### config.mk
export PLATFORM = sky130hd
export DESIGN_NAME = uart_rx_ext
export DESIGN_NICKNAME = d
export VERILOG_FILES = /design/src/rtl/uart_pkg.sv /design/src/rtl/uart_rx_tick.sv /design/src/rtl/uart_rx_ext.sv
export SDC_FILE = /design/constraint.sdc
export NUM_CORES = 1
export LEC_CHECK = 0
export CORE_ASPECT_RATIO = 0.8
export CORE_MARGIN = 2
export CORE_UTILIZATION = 40
export DETAILED_ROUTE_END_ITERATION = 12
export PLACE_DENSITY = 0.56
export SLEW_MARGIN = 40
export SYNTH_ARGS = -nofsm -noshare
export SYNTH_HDL_FRONTEND = slang
export SYNTH_SLANG_ARGS = --single-unit
### constraint.sdc
create_clock -name clk -period 3.3 [get_ports clk]
set_input_delay 0.495 -clock clk [delete_from_list [all_inputs] [get_ports clk]]
set_output_delay 0.495 -clock clk [all_outputs]
set_load 0.05 [all_outputs]
### src/rtl/uart_pkg.sv
// Shared constants for the extended UART receiver: parity modes, FSM state
// encodings and the 2-of-3 bit vote used when deciding a bit value.
package uart_pkg;

  localparam int PAR_NONE = 0;
  localparam int PAR_ODD  = 1;
  localparam int PAR_EVEN = 2;

  typedef enum logic [2:0] {
    ST_IDLE   = 3'd0,
    ST_START  = 3'd1,
    ST_DATA   = 3'd2,
    ST_PARITY = 3'd3,
    ST_STOP   = 3'd4,
    ST_PUSH   = 3'd5
  } rx_state_e;

  // Majority of three samples: two already-accumulated votes plus the current one.
  function automatic logic maj3(input logic [1:0] votes, input logic s);
    logic [1:0] sum;
    sum = votes + {1'b0, s};
    return (sum >= 2'd2);
  endfunction

endpackage

### src/rtl/uart_rx_tick.sv
// Oversampling tick generator: one-cycle pulse every DIV clocks while enabled;
// the divider restarts from zero whenever the enable is low.
module uart_rx_tick #(
  parameter int DIV = 13
) (
  input  logic clk,
  input  logic rst,
  input  logic en,
  output logic tick
);

  localparam int CW = (DIV > 1) ? $clog2(DIV) : 1;

  logic [CW-1:0] cnt_q;

  // Count clocks while enabled and pulse tick when a full divide period elapses.
  always_ff @(posedge clk) begin
    if (rst || !en) begin
      cnt_q <= {CW{1'b0}};
      tick  <= 1'b0;
    end else if (cnt_q == CW'(DIV - 1)) begin
      cnt_q <= {CW{1'b0}};
      tick  <= 1'b1;
    end else begin
      cnt_q <= cnt_q + 1'b1;
      tick  <= 1'b0;
    end
  end

endmodule

### src/rtl/uart_rx_ext.sv
// Oversampling UART receiver with 3-sample majority voting, optional parity,
// 1 or 2 checked stop bits and a first-word-fall-through receive FIFO that
// stores per-word frame/parity error flags.
module uart_rx_ext
  import uart_pkg::*;
#(
  parameter int CLK_FREQ   = 12000000,
  parameter int BAUD       = 115200,
  parameter int OVERSAMPLE = 8,
  parameter int DATA_BITS  = 8,
  parameter int PARITY     = 0,
  parameter int STOP_BITS  = 1,
  parameter int FIFO_DEPTH = 4
) (
  input  logic                 clk,
  input  logic                 rst,
  input  logic                 rx,
  output logic [DATA_BITS-1:0] data,
  output logic                 valid,
  input  logic                 ready,
  output logic                 frame_err,
  output logic                 parity_err,
  output logic                 overrun,
  output logic                 busy
);

  localparam int DIV_RAW = (CLK_FREQ + (BAUD * OVERSAMPLE) / 2) / (BAUD * OVERSAMPLE);
  localparam int DIV     = (DIV_RAW < 1) ? 1 : DIV_RAW;
  localparam int PW      = $clog2(OVERSAMPLE);
  localparam int BW      = $clog2(DATA_BITS + 1);
  localparam int AW      = $clog2(FIFO_DEPTH);
  localparam int CW      = AW + 1;
  localparam int EW      = DATA_BITS + 2;

  // Sample points straddle the bit centre; the last one is where the bit is decided.
  localparam logic [PW-1:0] PH_S0   = PW'(OVERSAMPLE / 2 - 1);
  localparam logic [PW-1:0] PH_S1   = PW'(OVERSAMPLE / 2);
  localparam logic [PW-1:0] PH_S2   = PW'(OVERSAMPLE / 2 + 1);
  localparam logic [PW-1:0] PH_LAST = PW'(OVERSAMPLE - 1);

  logic                 rx_meta_q, rx_sync_q, rx_prev_q;
  rx_state_e            state_q;
  logic [PW-1:0]        phase_q, phase_d;
  logic [1:0]           vote_q;
  logic [BW-1:0]        bit_cnt_q;
  logic                 stop_cnt_q;
  logic [DATA_BITS-1:0] shreg_q;
  logic                 ferr_q, perr_q;
  logic                 tick_s, fall_s, decide_s, wrap_s, bit_s, en_s;

  logic [EW-1:0]        mem_q [FIFO_DEPTH];
  logic [AW-1:0]        wr_ptr_q, rd_ptr_q;
  logic [CW-1:0]        count_q;
  logic                 overrun_q;
  logic                 push_s, full_s, wr_s, pop_s;
  logic [EW-1:0]        head_s;

  uart_rx_tick #(.DIV(DIV)) u_tick (
    .clk  (clk),
    .rst  (rst),
    .en   (en_s),
    .tick (tick_s)
  );

  // Two-flop synchronizer plus one history flop for falling-edge detection; idle-high reset.
  always_ff @(posedge clk) begin
    if (rst) begin
      rx_meta_q <= 1'b1;
      rx_sync_q <= 1'b1;
      rx_prev_q <= 1'b1;
    end else begin
      rx_meta_q <= rx;
      rx_sync_q <= rx_meta_q;
      rx_prev_q <= rx_sync_q;
    end
  end

  // Tick phase bookkeeping and per-bit strobes derived from it.
  always_comb begin
    en_s   = (state_q != ST_IDLE);
    fall_s = rx_prev_q & ~rx_sync_q;
    if (phase_q == PH_LAST) begin
      phase_d = {PW{1'b0}};
    end else begin
      phase_d = phase_q + 1'b1;
    end
    decide_s = tick_s && (phase_d == PH_S2);
    wrap_s   = tick_s && (phase_q == PH_LAST);
    bit_s    = maj3(vote_q, rx_sync_q);
  end

  // Receive FSM: bit sampling, shifting, parity and stop checks, one-cycle push.
  always_ff @(posedge clk) begin
    if (rst) begin
      state_q    <= ST_IDLE;
      phase_q    <= {PW{1'b0}};
      vote_q     <= 2'd0;
      bit_cnt_q  <= {BW{1'b0}};
      stop_cnt_q <= 1'b0;
      shreg_q    <= {DATA_BITS{1'b0}};
      ferr_q     <= 1'b0;
      perr_q     <= 1'b0;
    end else begin
      if (tick_s && en_s) begin
        phase_q <= phase_d;
        if (phase_d == PH_S0) begin
          vote_q <= {1'b0, rx_sync_q};
        end else if (phase_d == PH_S1) begin
          vote_q <= vote_q + {1'b0, rx_sync_q};
        end else begin
          vote_q <= vote_q;
        end
      end
      case (state_q)
        ST_IDLE: begin
          phase_q    <= {PW{1'b0}};
          vote_q     <= 2'd0;
          bit_cnt_q  <= {BW{1'b0}};
          stop_cnt_q <= 1'b0;
          ferr_q     <= 1'b0;
          perr_q     <= 1'b0;
          if (fall_s) state_q <= ST_START;
        end
        ST_START: begin
          if (decide_s && bit_s) state_q <= ST_IDLE;
          else if (wrap_s)       state_q <= ST_DATA;
        end
        ST_DATA: begin
          if (decide_s) begin
            shreg_q   <= {bit_s, shreg_q[DATA_BITS-1:1]};
            bit_cnt_q <= bit_cnt_q + 1'b1;
          end
          if (wrap_s && (bit_cnt_q == BW'(DATA_BITS))) begin
            state_q <= (PARITY != PAR_NONE) ? ST_PARITY : ST_STOP;
          end
        end
        ST_PARITY: begin
          if (decide_s) begin
            perr_q <= (PARITY == PAR_ODD) ? ~(^{shreg_q, bit_s}) : (^{shreg_q, bit_s});
          end
          if (wrap_s) state_q <= ST_STOP;
        end
        ST_STOP: begin
          // Leave at the decision point so a start bit right after the stop bit is caught.
          if (decide_s) begin
            if (!bit_s) ferr_q <= 1'b1;
            if (stop_cnt_q == 1'(STOP_BITS - 1)) state_q <= ST_PUSH;
            else                                 stop_cnt_q <= 1'b1;
          end
        end
        ST_PUSH: state_q <= ST_IDLE;
        default: state_q <= ST_IDLE;
      endcase
    end
  end

  assign push_s = (state_q == ST_PUSH);
  assign full_s = (count_q == CW'(FIFO_DEPTH));
  assign wr_s   = push_s & ~full_s;
  assign pop_s  = valid & ready;

  // Receive FIFO: write on PUSH when not full, pop on valid&ready, pulse overrun on drop.
  always_ff @(posedge clk) begin
    if (rst) begin
      wr_ptr_q  <= {AW{1'b0}};
      rd_ptr_q  <= {AW{1'b0}};
      count_q   <= {CW{1'b0}};
      overrun_q <= 1'b0;
      for (int i = 0; i < FIFO_DEPTH; i++) mem_q[i] <= {EW{1'b0}};
    end else begin
      overrun_q <= push_s & full_s;
      if (wr_s) begin
        mem_q[wr_ptr_q] <= {perr_q, ferr_q, shreg_q};
        wr_ptr_q        <= wr_ptr_q + 1'b1;
      end
      if (pop_s) rd_ptr_q <= rd_ptr_q + 1'b1;
      case ({wr_s, pop_s})
        2'b10:   count_q <= count_q + 1'b1;
        2'b01:   count_q <= count_q - 1'b1;
        default: count_q <= count_q;
      endcase
    end
  end

  assign head_s     = mem_q[rd_ptr_q];
  assign data       = head_s[DATA_BITS-1:0];
  assign frame_err  = head_s[DATA_BITS];
  assign parity_err = head_s[DATA_BITS+1];
  assign valid      = (count_q != {CW{1'b0}});
  assign overrun    = overrun_q;
  assign busy       = en_s;

endmodule

Yosys cells after proc, flatten, opt, wreduce, memory -nomap -nowiden
Memory sizes are Yosys's and may differ from the RTL's. A register that Yosys moved wholly into a read port is not among the register bits.
Cells that the tools add are included.
{ "classes": {"n_addsub": 8, "magnitude_cmp": 1, "n_eq_ne": 23, "muxes": 33, "bitwise_logic": 6, "reduce_logical": 26} }
{ "ops": {"columns": ["operator", "n"], "rows": [
  ["$mux 3", 8],
  ["$eq 3x3->1 const B", 6],
  ["$ne 2x2->1 const B", 8],
  ["$pmux 3 s5", 1],
  ["$mux 1", 12],
  ["$mux 10", 1],
  ["$mux 2", 5],
  ["$reduce_and 2->1", 5],
  ["$reduce_bool 2->1", 5],
  ["$reduce_or 10->1", 1],
  ["$eq 3x2->1 const B", 3],
  ["$reduce_xor 9->1", 1],
  ["$add 4x1->4 const B", 2],
  ["$eq 4x4->1 const B", 2],
  ["$pmux 4 s2", 1],
  ["$add 3x1->3 const B", 2],
  ["$pmux 1 s2", 3],
  ["$pmux 3 s2", 1],
  ["$reduce_and 6->1", 1],
  ["$reduce_bool 3->1", 2],
  ["$logic_and 1x1->1", 5],
  ["$add 2x1->2 const B", 2],
  ["$and 1x1->1", 4],
  ["$mux 4", 1],
  ["13 further kinds", 15]
]} }
{ "totals": {"reg_bits": 39, "ramBits": 40, "in_bits": 4, "out_inout_bits": 13, "word_cells": 115, "memories": 1} }
{ "memory_table": {"columns": ["name", "words", "word_bits", "rd", "rd_clocked_by_memory_dff", "write_ports", "line", "rtl"], "rows": [
  ["mem_q", 4, 10, 1, 1, 4, "uart_rx_ext.sv:51", "logic [EW-1:0] mem_q [FIFO_DEPTH];"]
]} }

Logic depth before layout (Yosys ltp)
{ "depth": {"ltp_word": 8, "depth_mapped": 11, "ltp_nobuf": 9} }

Cells and area by module
A second synthesis with hierarchy kept.
{ "unflattened": {"cells_unflattened": 315, "area_unflattened_um2": 3691.0} }
{ "by_module_without_submodules": {"columns": ["mod", "n_inst", "cells_per_inst", "area_each_um2", "seq_area_each_um2"], "rows": [
  ["uart_rx_ext", 1, 295, 3497.1, 1921.8],
  ["uart_rx_tick", 1, 20, 193.9, 100.1]
]} }

Worst setup path after synthesis
No wires, ideal clock.
{ "synth_path": {"path_type": "flip-flop to flip-flop", "start": "reg count_q[0]", "end": "reg count_q[2]", "setup_time_ps": 71, "arrival_ps": 2203, "t_required_ps": 3229, "slack_ps": 1027, "path_stages_with_launch": 11, "path_buffers": 1, "period_less_slack_ps": 2273, "path_cell_list": "dfxtp_1 -> or3b_1 -> and3_1 -> buf_4 -> inv_2 -> ha_1 -> inv_1 -> fa_1 -> xor2_1 -> or3_1 -> a21oi_1"} }
{ "synth_via": {"elab_chain_len": 5, "elab_cells_between_ends": 11, "cone_classes": "add/sub (2); eq/ne (3); mux (1); bitwise (3); reduce/logical (2)"} }
{ "synth_lines": {"columns": ["item", "line", "rtl"], "rows": [
  ["start: declaration", "uart_rx_ext.sv:53", "logic [CW-1:0] count_q;"],
  ["start signal: assignment", "uart_rx_ext.sv:167", "count_q <= {CW{1'b0}};"],
  ["start signal: assignment", "uart_rx_ext.sv:178", "2'b10: count_q <= count_q + 1'b1;"],
  ["start signal: assignment", "uart_rx_ext.sv:179", "2'b01: count_q <= count_q - 1'b1;"],
  ["$eq 3x3->1", "uart_rx_ext.sv:158", "assign full_s = (count_q == CW'(FIFO_DEPTH));"],
  ["$not 1->1", "uart_rx_ext.sv:159", "assign wr_s = push_s & ~full_s;"],
  ["$and 1x1->1", "uart_rx_ext.sv:159", null],
  ["$eq 2x1->1 or $eq 2x2->1 (tied branches)", "uart_rx_ext.sv:177", "case ({wr_s, pop_s})"],
  ["$pmux 3 s2 or $reduce_bool 2->1 (tied branches)", null, null]
]} }
Parallel ways exist; a longest one is shown, timed or not.
A chain may end at the register's enable or synchronous reset.

==> results.json <==
{
  "yosysTopAreaCell": "edfxtp_1",
  "fin_crit_sh": 0.804,
  "nets": 343,
  "maxSlewHeadroom": 0.596,
  "max_stage_delay_ps": 810,
  "synth_flop_cell": "dfxtp_1",
  "overflow": 0,
  "maxCapViolations": 0,
  "design_area_mm2": 0.00427,
  "critPathLaunchType": "flip-flop",
  "grt_pass1_wl_mm": 11.5,
  "insertion_delay_ps": 330,
  "die-height_um": 89.6,
  "cts_resized": 0,
  "async_reset_ff_frac": 0,
  "grt-busiest-layer": "met2",
  "r2r-start": "count_q[0]$_SDFFE_PP0P_",
  "via_per_inst": 5.03,
  "r2r-end": "count_q[2]$_SDFFE_PP0P_",
  "ctsHoldBuffers": 0,
  "numCtsBuffers": 9,
  "path_clk_slew_ps": 60,
  "core_area_mm2": 0.00900,
  "outcome": "complete, no violations",
  "detail_route.wl_per_cell_um": 15.3,
  "cp_max_fo": 10,
  "min-delay-start": "rx_meta_q$_SDFF_PP1_",
  "cts-root-buf": "clkbuf_16",
  "syn_area_per_cell_um2": 11.9,
  "postRouteAntennaNets": 0,
  "pin_count": 17,
  "finalSetupViolCount": 0,
  "hold_path.class": "reg -> reg",
  "numPortBuffers": 16,
  "syn2layout_area_growth_pct": 16.4,
  "grt_max_degree": 36,
  "netlist_top_cells_area": "edfxtp_1, dfxtp_1, and2_1",
  "synth.top_cell.area_share": 0.328,
  "crit_family": "buffers and inverters",
  "worstMarginPinSlew_ps": 601,
  "antennaDiodeCount": 0,
  "postCtsSetupBuffers": 0,
  "cp_num_buf_inv": 1,
  "final_cell_mix": "and2_1, dfxtp_1, edfxtp_1, nor2_1, clkdlybuf4s50_1",
  "die_w_um": 111,
  "hold_violations": 0,
  "dr_total_vias": 2249,
  "grt_use_met1": 0.210,
  "yosysWarningCount": 0,
  "worstPathRequired_ps": 2800,
  "max_clock_freq_mhz": 377,
  "num_rows": 31,
  "dr.pass1.iters": 4,
  "post-dp-hpwl_mm": 4.41,
  "die-area_mm2": 0.00995,
  "grt_usage": 0.150,
  "layout-drive-gt1-share": 0.130,
  "dr.first_iter.drc_count": 119,
  "place_area_mm2": 0.00393,
  "r2r_cells": 9,
  "peakVddDrop_mv": 0.325,
  "r2r_slack_ps": 920,
  "end_kind": "primary output",
  "clockBufferDepth": 2,
  "antenna_found_initial": 0,
  "mostFrequentLayoutCell": "and2_1",
  "synth-edff-count": 40,
  "period_minus_slack_ps": 2650,
  "syn_area_mm2": 0.00367,
  "wl_mm": 6.86,
  "grtUsageMet2": 0.236,
  "grt_pass1_vias": 2208,
  "cp.arrival_ps": 2160,
  "met3_usage": 0.0409,
  "p_per_area_mw_per_mm2": 523,
  "finalCoreUtilization": 0.474,
  "min_to": "rx_sync_q$_SDFF_PP1_",
  "crit_slowest_cell": "clkdlybuf4s50_1",
  "crit_type": "reg -> out",
  "tns_ps": 0,
  "place_congestion": 0.762,
  "cts_tree": "built",
  "yosysSeqAreaShare": 0.552,
  "cts_max_level": 3,
  "fin_worst_skew_ps": 11.9,
  "crit_chain": "mux4_2 > clkdlybuf4s50_1",
  "start_util": 0.407,
  "ys_types": 46,
  "syn_inst": 309,
  "synth_seq_cells": 81,
  "p_leak_nw": 1.51,
  "min_path_cells": 1,
  "drc": 0,
  "rsz0062_at_grt": "false",
  "drv_slew": 0,
  "synth_nets": 325,
  "cts.sinks": 81
}
[synth_stat cells, drive strengths merged (2+ instances only)]
cell type / n
or2: 6
inv: 14
and2: 42
nand2: 8
nor2: 34
nor3b: 3
nor2b: 3
ha: 11
mux2i: 12
clkbuf: 2
mux4: 10
dfxtp: 41
o31ai: 2
or3: 6
a21oi: 12
nand2b: 3
o21ai: 4
xor2: 7
nand3: 4
and3: 4
buf: 13
nor3: 5
xnor2: 9
edfxtp: 40
a211oi: 2
[metal layers]
metal	share of wire	up-vias
met1	0.49	1080
li1	-	1111
met2	0.44	54
met3	0.057	4
met4	0.0061	0
met5	0	-
[state kept, by name, indices dropped and copies added, names as in the netlist, 2 cells and up, named ones only]
name / flops
bit_cnt_q: 4
count_q: 3
mem_q: 40
phase_q: 3
rd_ptr_q: 2
shreg_q: 8
state_q: 3
u_tick.cnt_q: 4
vote_q: 2
wr_ptr_q: 2
[power breakdown]
| part | total [mW] | internal [mW] | switching (mW) |
|---|---|---|---|
| logic | 0.0728 | 0.0252 | 0.0476 |
| clock network | 1.08 | 0.671 | 0.410 |
| registers | 1.08 | 1.07 | 0.00671 |
| total | 2.23 | 1.77 | 0.464 |
[worst max path at each step]
stage / to / start / slack (ps) / cells after the start
after floorplan: count_q[2]$_SDFFE_PP0P_ / count_q[0]$_SDFFE_PP0P_ / 1030 / 10
after CTS: data[6] / flip-flop / 580 / 2
after global placement: count_q[2]$_SDFFE_PP0P_ / ready / 940 / 8
after global routing: parity_err / flip-flop / 560 / 3
after detailed placement: count_q[2]$_SDFFE_PP0P_ / ready / 880 / 8
final: data[6] / flip-flop / 650 / 2
[cell families after synthesis]
| logic type | count (synthesis) | share of synthesized area |
|---|---|---|
| AND/OR/NAND/NOR | 121 | 0.186 |
| buffers and inverters | 29 | 0.0358 |
| AO/OA/AOI/OAI | 27 | 0.0457 |
| adder cells (fa/ha/maj) | 12 | 0.0430 |
| multiplexers | 23 | 0.0973 |
| XOR/XNOR | 16 | 0.0403 |
| flip-flops | 81 | 0.552 |
[cell type report]
cell class	count	area (um2)
Multi-Input combinational cell	199	1510
Timing Repair Buffer	22	213
Sequential cell	81	2020
Tap cell	115	144
Clock buffer	9	225
Fill cell	811	4730
Inverter	14	52.6
Clock inverter	7	98.8
[through the flow]
step	instances	power (mW)	setup WS, ps	hold WS (ps)
after global routing	447	2.30	564	443
after floorplan	309	1.15	1030	389
after CTS	446	2.25	585	420
after detailed placement	430	1.17	882	403
final	447	2.23	647	416
after global placement	430	1.17	938	391
(Power assumes the default switching activity.)
